==> src/rtl/cache_port.sv <==
// Per-core load/store front-end: tag lookup through the cache put/get handshake,
// hit/miss classification and store-hit write-back. Optional macro: CACHE_PORT_STATS_EN.
module cache_port (
  input  logic        CLK,
  input  logic        RST_N,
  input  logic        req_valid,
  output logic        req_ready,
  input  logic [31:0] req_addr,
  input  logic [3:0]  req_byte_en,
  input  logic [31:0] req_data,
  output logic        resp_valid,
  input  logic        resp_ready,
  output logic        resp_hit,
  output logic [31:0] resp_data,
  output logic        cache_put_valid,
  input  logic        cache_put_ready,
  output logic [69:0] cache_put_request,
  output logic        cache_get_valid,
  input  logic        cache_get_ready,
  input  logic [51:0] cache_get_response,
  output logic [31:0] hit_count,
  output logic [31:0] miss_count
);

  localparam logic [31:0] EXIT_ADDRESS0 = 32'h4000_1000;
  localparam logic [31:0] EXIT_ADDRESS1 = 32'h8000_1000;
  localparam logic [1:0]  MSI_S = 2'b01;
  localparam logic [1:0]  MSI_M = 2'b10;

  typedef enum logic [2:0] {IDLE, LOOKUP, WAIT, WRITE, RESP} state_t;

  state_t      state_q, state_d;
  logic [31:0] addr_q, addr_d;
  logic [3:0]  be_q, be_d;
  logic [31:0] data_q, data_d;
  logic        hit_q, hit_d;
  logic [31:0] rdata_q, rdata_d;

  logic [17:0] row_tag;
  logic [31:0] row_data;
  logic [1:0]  row_msi;
  logic        is_store, is_exit, tag_match, load_hit, store_hit;
  logic        unused_addr_lsb;

  assign {row_tag, row_data, row_msi} = cache_get_response;
  assign unused_addr_lsb = &{1'b0, addr_q[1:0]};

  assign is_store  = |be_q;
  assign is_exit   = ({addr_q[31:2], 2'b00} == EXIT_ADDRESS0) ||
                     ({addr_q[31:2], 2'b00} == EXIT_ADDRESS1);
  assign tag_match = (row_tag == addr_q[31:14]);
  // 2'b11 falls out of both terms, so it behaves as Invalid
  assign load_hit  = tag_match && ((row_msi == MSI_S) || (row_msi == MSI_M));
  assign store_hit = tag_match && (row_msi == MSI_M);

  always_comb begin
    state_d           = state_q;
    addr_d            = addr_q;
    be_d              = be_q;
    data_d            = data_q;
    hit_d             = hit_q;
    rdata_d           = rdata_q;
    req_ready         = 1'b0;
    resp_valid        = 1'b0;
    cache_put_valid   = 1'b0;
    cache_put_request = '0;
    cache_get_valid   = 1'b0;

    case (state_q)
      IDLE: begin
        req_ready = 1'b1;
        if (req_valid) begin
          addr_d  = req_addr;
          be_d    = req_byte_en;
          data_d  = req_data;
          state_d = LOOKUP;
        end
      end
      LOOKUP: begin
        cache_put_valid   = 1'b1;
        cache_put_request = {4'b0000, addr_q[31:14], addr_q[13:2], 32'h0, 1'b0, 2'b00, 1'b0};
        if (cache_put_ready) state_d = WAIT;
      end
      WAIT: begin
        cache_get_valid = 1'b1;
        if (cache_get_ready) begin
          hit_d   = is_store ? store_hit : load_hit;
          rdata_d = row_data;
          // exit stores are forwarded even on a miss so the simulator sees them
          state_d = (is_store && (store_hit || is_exit)) ? WRITE : RESP;
        end
      end
      WRITE: begin
        cache_put_valid   = 1'b1;
        cache_put_request = {be_q, addr_q[31:14], addr_q[13:2], data_q, 1'b0, 2'b00, 1'b1};
        if (cache_put_ready) state_d = RESP;
      end
      RESP: begin
        resp_valid = 1'b1;
        if (resp_ready) state_d = IDLE;
      end
      default: state_d = IDLE;
    endcase

    if (!RST_N) begin
      req_ready         = 1'b0;
      resp_valid        = 1'b0;
      cache_put_valid   = 1'b0;
      cache_put_request = '0;
      cache_get_valid   = 1'b0;
    end
  end

  always_ff @(posedge CLK) begin
    if (!RST_N) begin
      state_q <= IDLE;
      hit_q   <= 1'b0;
      rdata_q <= '0;
    end else begin
      state_q <= state_d;
      hit_q   <= hit_d;
      rdata_q <= rdata_d;
    end
  end

  always_ff @(posedge CLK) begin
    addr_q <= addr_d;
    be_q   <= be_d;
    data_q <= data_d;
  end

  assign resp_hit  = hit_q;
  assign resp_data = rdata_q;

`ifdef CACHE_PORT_STATS_EN
  logic [31:0] hit_cnt_q, hit_cnt_d;
  logic [31:0] miss_cnt_q, miss_cnt_d;

  always_comb begin
    hit_cnt_d  = hit_cnt_q;
    miss_cnt_d = miss_cnt_q;
    if (resp_valid && resp_ready) begin
      if (hit_q) hit_cnt_d  = hit_cnt_q + 32'd1;
      else       miss_cnt_d = miss_cnt_q + 32'd1;
    end
  end

  always_ff @(posedge CLK) begin
    if (!RST_N) begin
      hit_cnt_q  <= '0;
      miss_cnt_q <= '0;
    end else begin
      hit_cnt_q  <= hit_cnt_d;
      miss_cnt_q <= miss_cnt_d;
    end
  end

  assign hit_count  = hit_cnt_q;
  assign miss_count = miss_cnt_q;
`else
  assign hit_count  = '0;
  assign miss_count = '0;
`endif

endmodule

==> config.mk <==
export PLATFORM = sky130hd
export DESIGN_NAME = cache_port
export DESIGN_NICKNAME = d
export VERILOG_FILES = /design/src/rtl/cache_port.sv
export SDC_FILE = /design/constraint.sdc
export NUM_CORES = 1
export LEC_CHECK = 0
export CORE_AREA = 2 2 115 117
export CTS_BUF_LIST = sky130_fd_sc_hd__clkbuf_4 sky130_fd_sc_hd__clkbuf_8
export CTS_CLUSTER_DIAMETER = 50
export DETAILED_ROUTE_END_ITERATION = 10
export DIE_AREA = 0 0 117 119
export GPL_TIMING_DRIVEN = 0
export PLACE_DENSITY = 0.82
export SETUP_SLACK_MARGIN = 0.1
export SLEW_MARGIN = 20
export SYNTH_ARGS = -nofsm -noshare
export SYNTH_HDL_FRONTEND = slang
export SYNTH_SLANG_ARGS = --single-unit
==> constraint.sdc <==
create_clock -name CLK -period 10.53 [get_ports CLK]
set_input_delay 1.5795 -clock CLK [delete_from_list [all_inputs] [get_ports CLK]]
set_output_delay 1.5795 -clock CLK [all_outputs]
set_load 0.05 [all_outputs]
==> results of run 1 <==
==> final cells by class <==
cell class / instances / area, um^2 / area share
inverter: 2 / 7.51 / 0.000973
clock inverter: 2 / 16.3 / 0.00211
multi-input combinational: 299 / 1660 / 0.215
tap: 176 / 220 / 0.0285
buffer: 91 / 608 / 0.0788
sequential: 102 / 2700 / 0.350
clock buffer: 14 / 180 / 0.0233
timing repair buffer: 236 / 2320 / 0.301
==> through the flow <==
stage,hold slack (ps),util
5_1_grt,487,0.600
3_5_place_dp,456,0.584
3_3_place_gp,444,0.580
6_report,466,0.600
2_1_floorplan,586,-
4_1_cts,470,0.600
==> registers in the layout, summed over array words and instances (netlist names) <==
name       count
addr_q        30
resp_hit       1
state_q        3
be_q           4
data_q        32
resp_data     32
==> logic make-up (layout without fill, tap and decap cells) <==
group	count (synthesis)	after routing
muxes	2	2
AOI/OAI and AO/OA	41	41
adders and majority gates	1	1
DFF	102	102
and+or+nand+nor	169	169
buffers and inverters	93	345
xor gates and xnor gates	19	19
other	1	67
==> power by group <==
part	switching [mW]	total (mW)	internal, mW	leakage [nW]
clock network	0.134	0.245	0.112	0.0997
registers	0.0118	0.466	0.455	0.922
logic	0.130	0.221	0.0906	2.06
==> synthesized netlist by cell type <==
| cell type | n |
|---|---|
| o31a_1 | 1 |
| a21boi_1 | 4 |
| nor4_1 | 6 |
| o21a_1 | 2 |
| buf_4 | 70 |
| nand3_1 | 2 |
| xor2_1 | 3 |
| or4_1 | 1 |
| nor2_1 | 2 |
| and3b_1 | 2 |
| nor2b_1 | 1 |
| nand2b_1 | 3 |
| o21ai_0 | 2 |
| nand3b_1 | 2 |
| nor3b_1 | 1 |
| buf_2 | 3 |
| inv_1 | 2 |
| nor4b_1 | 2 |
| ha_1 | 1 |
| conb_1 | 1 |
| or4_4 | 1 |
| o211ai_1 | 1 |
| a21boi_0 | 29 |
| a41oi_1 | 1 |
| o31ai_1 | 1 |
| mux2_4 | 1 |
| nand2_1 | 68 |
| and3_1 | 36 |
| and2_1 | 31 |
| nand4_1 | 6 |
| dfxtp_1 | 36 |
| mux2_1 | 1 |
| clkbuf_1 | 18 |
| edfxtp_1 | 66 |
| xnor2_1 | 16 |
| nor3_1 | 5 |
==> worst max-delay path, stage by stage <==
cell and delay (ps):
clkdlybuf4s50_1 530, and3b_1 280, clkbuf_1 370, clkbuf_1 340, and2_1 190, clkdlybuf4s50_1 820
==> routing by layer <==
metal	part of all wire	track usage	vias up	wire [um]
met3	0.12	0.0814	22	1630
met4	0.018	0.0603	0	257
met2	0.50	0.345	204	7050
met5	0	0	-	0
li1	-	-	1960	-
met1	0.36	0.204	1821	5040
==> worst min path at each step <==
stage,startpoint,end,depth (start not counted)
after global placement,resp_data[28],resp_data[28],2
final,resp_data[26],resp_data[26],2
after CTS,resp_data[26],resp_data[26],2
after detailed placement,resp_data[26],resp_data[26],2
after global routing,resp_data[26],resp_data[26],2
after floorplan,state_q[0],state_q[0],2
==> results by group, run 1 <==
Critical path
  • CP endpoint kind: output pin
  • End of the critical path: cache_put_request[54]
  • Crit path launch type: primary input
  • Reg2Reg Depth: 6
  • R2R Path Start: state_q[2]
  • R2R Path End: addr_q[6]
  • WP data arrival: between 4000 and 5000 ps
  • CP Data Required Time: between 8000 and 9000 ps
  • Reg2reg setup slack: between 7000 and 8000 ps
  • Crit path max fanout: 10
  • Crit path from: RST_N
  • Setup Crit Path Kind: primary input to output pin

STA
  • Setup TNS: 0 ps
  • Final-report setup violation count: 0
  • Final Hold Viols: 0
  • Skew final: 7.55 ps
  • Slew @ Worst Pin: slightly below 900 ps
  • Tmin final: ~5700 ps
  • Crit share post-route: 0.541
  • RSZ-0062 raised after global routing: false
  • Fmax achieved: between 150 and 200 MHz
  • Final Worst Setup Slack: approximately 4800 ps
  • Max-slew violations: 0
  • Max-slew headroom: 0.413

Placement
  • DP Area: ~7500 um^2
  • DP Cell Count: just over 900
  • PortBufs: between 200 and 250
  • GP Congestion: about 0.85
  • Place WS: between 4000 and 5000 ps
  • DP HPWL: about 11,000 um

Final layout
  • Fill cells: 1,085
  • Layout area overhead: 63.3%
  • Layout Cells excl Fill: around 900
  • Most frequent cells in the layout: clkdlybuf4s50_1, buf_4, nand2_1
  • Fraction of layout cells with a size suffix above 1: 0.135
  • Commonest non-fill, non-tap cell in the layout: clkdlybuf4s50_1
  • Diodes inserted: 0
  • Finished Cell Area: between 7000 and 8000 um^2
  • Nets: 868

Routing
  • Drt first-iter violations: around 130
  • Final ANT Viol Nets: 0
  • Drt first pass iters: 4
  • DRC Markers: 0
  • Drt total wl: between 10,000 and 15,000 um
  • Vias: 4,007
  • DR vias/cell: approximately 4.3
  • Wire per inst: around 15 um

Global route
  • Global-route wire length before repair: 20,400 um
  • Number of global-route vias before repair: 3,903
  • GRT Residual Overflow: 0
  • Overall routing resource usage: 0.194
  • Largest net degree at the start of global routing: 17
  • Initial antenna violation count: 0

Clocking
  • Clock slew at reported path FFs: ~100 ps
  • Skew-Pair Late Insertion Delay: 360 ps
  • Clock sink count: 102
  • TritonCTS clock tree: done
  • Root Buffer: clkbuf_8
  • Total CTS buffers: 9
  • Post_cts resized: 0
  • CTS H-tree depth: 3
  • # hold bufs at CTS: 0
  • Clk buf depth: 2
  • Post-CTS Setup Bufs: 0

Synthesis
  • Mean area per synthesized cell: about 11 um^2
  • Area contributors post-synth: edfxtp_1, dfxtp_1, buf_4, nand2_1, and3_1
  • Post-synth design cell area: 4730 um^2
  • Register area share after synthesis: 0.572
  • Synth Area in Simple Gates: 0.189
  • YS warnings: 0
  • Largest family of logic cells by synthesized area: simple AND/OR/NAND/NOR gates
  • Post-synthesis cell count: approximately 430
  • Yosys cell types: 36
  • Synth Register Bits: about 100
  • Post-synthesis mux area share: 0.00556
  • Post-Synth Adder-Cell Area: 0.00265
  • Dominant cell type by area after synthesis: edfxtp_1
  • Synth Area in Compound Gates: 0.0646
  • Synth top area share: 0.419
  • Synth Area in XOR/XNOR: 0.0352

Status
  • Outcome: finished, final reports clean

Floorplan
  • Rows: 42
  • Core area: roughly 13,000 um^2
  • Chip width: 117 um
  • Die H: 119 um
  • Die Area: between 10,000 and 15,000 um^2
  • Initial core utilization: 0.367
  • Boundary Pins: slightly below 300

Power
  • Pleak: approximately 3.1 nW
  • Pwr Density: approximately 120 nW/um^2
  • Tot Pwr: between 0.9 and 1 mW
  • Peak supply drop: between 0.00006 and 0.00007 V

Flow run
  • Max_cap viols: 0

Worst hold path
  • Worst min-delay path category: flip-flop to flip-flop
No activity file was read; power rests on OpenSTA's default activity.
==> inputs of run 2 (changes only) <==
clock period = 5.6 ns   (was 10.53 ns; I/O delays follow)
==> results by group, run 2 (same netlist as run 1, synthesis figures left out) <==
Floorplan
  • Die Area: 13,900 um^2 (unchanged)
  • Boundary Pins: 297 (unchanged)
  • Rows: 42 (unchanged)
  • Chip width: 117 um (unchanged)
  • Initial core utilization: 0.367 (unchanged)
  • Core area: 12,900 um^2 (unchanged)
  • Die H: 119 um (unchanged)

Final layout
  • Diodes inserted: 0 (unchanged)
  • Nets: 865 (was 868)
  • Final Core Density: 0.599 (was 0.600)
  • Finished Cell Area: 7710 um^2 (was 7720 um^2)
  • Layout area overhead: 63.2% (was 63.3%)
  • Most frequent cells in the layout: clkdlybuf4s50_1, buf_4, nand2_1 (unchanged)
  • Fraction of layout cells with a size suffix above 1: 0.128 (was 0.135)
  • Fill cells: 1,088 (was 1,085)
  • Commonest non-fill, non-tap cell in the layout: clkdlybuf4s50_1 (unchanged)
  • Layout Cells excl Fill: 919 (was 922)

Global route
  • Overall routing resource usage: 0.199 (was 0.194)
  • Initial antenna violation count: 0 (unchanged)
  • Global-route wire length before repair: 20,900 um (was 20,400 um)
  • Number of global-route vias before repair: 4,102 (was 3,903)
  • Largest net degree at the start of global routing: 17 (unchanged)
  • GRT Residual Overflow: 0 (unchanged)

Clocking
  • Root Buffer: clkbuf_8 (unchanged)
  • TritonCTS clock tree: done (unchanged)
  • Post-CTS Setup Bufs: 0 (unchanged)
  • CTS H-tree depth: 3 (unchanged)
  • Skew-Pair Late Insertion Delay: 370 ps (was 360 ps)
  • Post_cts resized: 0 (unchanged)
  • Clk buf depth: 2 (unchanged)
  • Total CTS buffers: 9 (unchanged)
  • Clock sink count: 102 (unchanged)
  • Clock slew at reported path FFs: 100 ps (about the same)
  • # hold bufs at CTS: 0 (unchanged)

Flow run
  • Max_cap viols: 0 (unchanged)

Power
  • Peak supply drop: 0.000202 V (was 0.0000610 V)
  • Pwr Density: 222 nW/um^2 (was 121 nW/um^2)
  • Pleak: 3.07 nW (was 3.08 nW)

Routing
  • DR vias/cell: 4.32 (was 4.35)
  • Drt total wl: 13,900 um (was 14,000 um)
  • Final ANT Viol Nets: 0 (unchanged)
  • Drt first pass iters: 4 (unchanged)
  • Vias: 3,969 (was 4,007)
  • DRC Markers: 0 (unchanged)
  • Wire per inst: 15.2 um (about the same)
  • Drt first-iter violations: 151 (was 134)

Critical path
  • WP data arrival: 3400 ps (was 4110 ps)
  • Crit path max fanout: 10 (unchanged)
  • CP Data Required Time: 4760 ps (was 8950 ps)
  • Setup Crit Path Kind: primary input to output pin (unchanged)
  • CP endpoint kind: output pin (unchanged)
  • Crit path launch type: primary input (unchanged)

STA
  • Crit share post-route: 0.758
  • Slew @ Worst Pin: 613 ps (was 879 ps)
  • Final-report setup violation count: 0 (unchanged)
  • Skew final: 12.4 ps (was 7.55 ps)
  • Setup TNS: 0 ps (unchanged)
  • RSZ-0062 raised after global routing: false (unchanged)
  • Max-slew headroom: 0.590 (was 0.413)
  • Final Hold Viols: 0 (unchanged)
  • Max-slew violations: 0 (unchanged)
  • Fmax achieved: approximately 240 MHz
  • Tmin final: 4240 ps

Placement
  • PortBufs: 227 (unchanged)
  • DP HPWL: 11,300 um (was 11,400 um)
  • DP Area: 7550 um^2 (was 7520 um^2)
  • GP Congestion: 0.810 (was 0.850)
  • DP Cell Count: 903 (was 906)

Worst hold path
  • Worst min-delay path category: flip-flop to flip-flop (unchanged)

Status
  • Outcome: finished, final reports clean (unchanged)
==> run 2: cell types whose count changed in the layout (fill, tap and decap cells not counted), sizes merged <==
cell    delta
buf        -3
clkinv     +5
clkbuf     -5
==> run 2: report_power, final <==
group,switching (mW),total (mW),internal (mW)
combinational,0.245,0.419,0.174
clock,0.256,0.414,0.158
sequential,0.0214,0.876,0.854
total,0.523,1.71,1.19
==> run 2: through the flow <==
step	setup slack (ps)	hold slack [ps]	power [mW]
finish	1360	468	1.71
global route	1190	495	1.78
CTS	1310	471	1.72
detailed placement	1320	458	1.31
global placement	-1470	443	1.30
floorplan	412	596	1.15
==> run 2: cell type report <==
cell class	count	area, um^2	share of cell area
clock inverter	7	41.3	0.00535
clock buffer	9	124	0.0161
multi-input combinational	299	1670	0.217
timing repair buffer	233	2340	0.303
tap	176	220	0.0285
buffer	91	608	0.0788
inverter	2	7.51	0.000973
sequential	102	2700	0.350
==> run 2: worst paths after layout <==
kind | from | endpoint | slack, ps | depth (start not counted)
setup / recovery | RST_N | cache_put_request[51] | 1360 | 6
hold / removal | resp_hit | resp_hit | 470 | 2
setup reg to reg | state_q[1] | resp_data[19] | 3750 | 5
hold reg to reg | resp_hit | resp_hit | 470 | 2
==> run 2: routing by layer <==
layer / wire length, um / vias up / GRT usage
met2: 7150 / 186 / 0.359
met1: 5010 / 1815 / 0.203
li1: - / 1948 / -
met3: 1500 / 20 / 0.0779
met5: 0 / - / 0
met4: 280 / 0 / 0.0772
==> run 2: critical path, cell delays in order <==
cell             delay [ps]
clkdlybuf4s50_1         540
and3b_1                 300
clkbuf_1                350
clkbuf_1                370
and2_1                  180
clkdlybuf4s50_1         820
==> inputs of run 3 (changes only) <==
clock period = 4.4 ns   (was 5.6 ns; I/O delays follow)
==> results by group, run 3 (same netlist as run 1, synthesis figures left out) <==
Global route
  • Overall routing resource usage: 0.196 (was 0.199)
  • Initial antenna violation count: 0 (unchanged)
  • Largest net degree at the start of global routing: 17 (unchanged)
  • Global-route wire length before repair: 20,600 um (was 20,900 um)
  • GRT Residual Overflow: 0 (unchanged)
  • Number of global-route vias before repair: 4,066 (was 4,102)

Power
  • Tot Pwr: 2.18 mW (was 1.71 mW)
  • Peak supply drop: 0.000187 V (was 0.000202 V)
  • Pleak: 3.07 nW (about the same)
  • Pwr Density: 283 nW/um^2 (was 222 nW/um^2)

STA
  • Final Worst Setup Slack: 535 ps (was 1360 ps)
  • Skew final: 4.42 ps (was 12.4 ps)
  • Final-report setup violation count: 0 (unchanged)
  • RSZ-0062 raised after global routing: false (unchanged)
  • Crit share post-route: 0.879
  • Tmin final: a little under 4000 ps
  • Slew @ Worst Pin: 801 ps (was 613 ps)
  • Max-slew headroom: 0.464 (was 0.590)
  • Final Hold Viols: 0 (unchanged)
  • Max-slew violations: 0 (unchanged)
  • Fmax achieved: approximately 260 MHz

Floorplan
  • Core area: 12,900 um^2 (unchanged)
  • Die Area: 13,900 um^2 (unchanged)
  • Rows: 42 (unchanged)
  • Die H: 119 um (unchanged)
  • Boundary Pins: 297 (unchanged)
  • Initial core utilization: 0.367 (unchanged)
  • Chip width: 117 um (unchanged)

Clocking
  • Post_cts resized: 0 (unchanged)
  • Skew-Pair Late Insertion Delay: 370 ps (about the same)
  • TritonCTS clock tree: done (unchanged)
  • # hold bufs at CTS: 0 (unchanged)
  • Clk buf depth: 2 (unchanged)
  • Clock slew at reported path FFs: 90 ps (was 100 ps)
  • Clock sink count: 102 (unchanged)
  • Total CTS buffers: 9 (unchanged)
  • Post-CTS Setup Bufs: 0 (unchanged)
  • Root Buffer: clkbuf_8 (unchanged)
  • CTS H-tree depth: 3 (unchanged)

Worst hold path
  • Worst min-delay path category: flip-flop to flip-flop (unchanged)
  • Hold_sp: resp_data[26] (was resp_hit)
  • Worst Hold Endpoint: resp_data[26] (was resp_hit)
  • Hold depth: 2 (unchanged)

Final layout
  • Nets: 864 (was 865)
  • Most frequent cells in the layout: clkdlybuf4s50_1, buf_4, nand2_1 (unchanged)
  • Diodes inserted: 0 (unchanged)
  • Layout area overhead: 63.0% (was 63.2%)
  • Fill cells: 1,090 (was 1,088)
  • Fraction of layout cells with a size suffix above 1: 0.131 (was 0.128)
  • Commonest non-fill, non-tap cell in the layout: clkdlybuf4s50_1 (unchanged)

Status
  • Outcome: finished, final reports clean (unchanged)

Placement
  • GP Congestion: 0.844 (was 0.810)
  • PortBufs: 227 (unchanged)
  • DP HPWL: 11,200 um (was 11,300 um)
  • Place WS: 526 ps (was 1320 ps)

Critical path
  • Reg2Reg Depth: 5 (unchanged)
  • R2R Path Start: state_q[2] (was state_q[1])
  • Reg2reg setup slack: 2270 ps (was 3750 ps)
  • Crit path max fanout: 10 (unchanged)
  • WP data arrival: 3210 ps (was 3400 ps)
  • CP Data Required Time: 3740 ps (was 4760 ps)
  • Setup Crit Path Kind: primary input to output pin (unchanged)
  • R2R Path End: addr_q[2] (was resp_data[19])
  • Crit path launch type: primary input (unchanged)
  • CP endpoint kind: output pin (unchanged)

Routing
  • Vias: 3,972 (was 3,969)
  • Final ANT Viol Nets: 0 (unchanged)
  • Wire per inst: 15.1 um (was 15.2 um)
  • DRC Markers: 0 (unchanged)
  • Drt first-iter violations: 159 (was 151)
  • Drt total wl: 13,900 um (about the same)
  • DR vias/cell: 4.33 (was 4.32)
  • Drt first pass iters: 4 (unchanged)

Flow run
  • Max_cap viols: 0 (unchanged)
==> run 3: changes by cell type in the layout (fill, tap and decap cells not counted) <==
cell,change
clkinv_2,+3
clkbuf_4,+1
clkinv_4,-1
clkinvlp_4,-1
inv_6,+1
clkinv_1,-3
buf_8,-1
==> run 3: metrics by stage <==
stage / cells / cell area, um^2 / util / TNS, ps / hold WS (ps)
6_report: 918 / 7700 / 0.598 / 0 / 464
5_1_grt: 918 / 7700 / 0.598 / 0 / 484
4_1_cts: 918 / 7700 / 0.598 / 0 / 469
3_5_place_dp: 902 / 7530 / 0.585 / 0 / 455
3_3_place_gp: 897 / 7480 / 0.581 / -4820 / 444
2_1_floorplan: 494 / 4990 / - / 0 / 615
==> run 3: worst max path at each step <==
| stage | cells past startpoint | to | startpoint | slack [ps] |
|---|---|---|---|---|
| after global routing | 6 | cache_put_request[39] | RST_N | 360 |
| final | 6 | cache_put_request[43] | RST_N | 530 |
| after CTS | 6 | cache_put_request[45] | RST_N | 500 |
| after global placement | 4 | state_q[0] | req_valid | -200 |
| after floorplan | 3 | state_q[0] | req_valid | 1070 |
| after detailed placement | 6 | cache_put_request[45] | RST_N | 530 |
==> run 3: final cells by class <==
type / instances / area (um^2) / area share
Tap cell: 176 / 220 / 0.0286
Multi-Input combinational cell: 299 / 1670 / 0.217
Clock inverter: 6 / 37.5 / 0.00487
Timing Repair Buffer: 232 / 2320 / 0.302
Buffer: 91 / 608 / 0.0789
Sequential cell: 102 / 2700 / 0.351
Inverter: 2 / 7.51 / 0.000975
Clock buffer: 10 / 131 / 0.0171
==> run 3: metal layers <==
metal  up-vias  track usage  wire, um
li1       1945            -         -
met2       187        0.349      7030
met5         -            0         0
met3        20       0.0631      1390
met4         0       0.0794       296
met1      1820        0.211      5150
==> run 3: power breakdown <==
group | total (mW) | internal, mW | switching [mW]
clock | 0.538 | 0.212 | 0.326
sequential | 1.12 | 1.09 | 0.0276
combinational | 0.530 | 0.219 | 0.311
total | 2.18 | 1.52 | 0.664
==> run 3: critical path, stage by stage <==
cell and delay [ps]:
clkdlybuf4s50_1 530, and3b_1 280, clkbuf_1 380, clkbuf_1 340
and2_1 200, clkdlybuf4s50_1 810
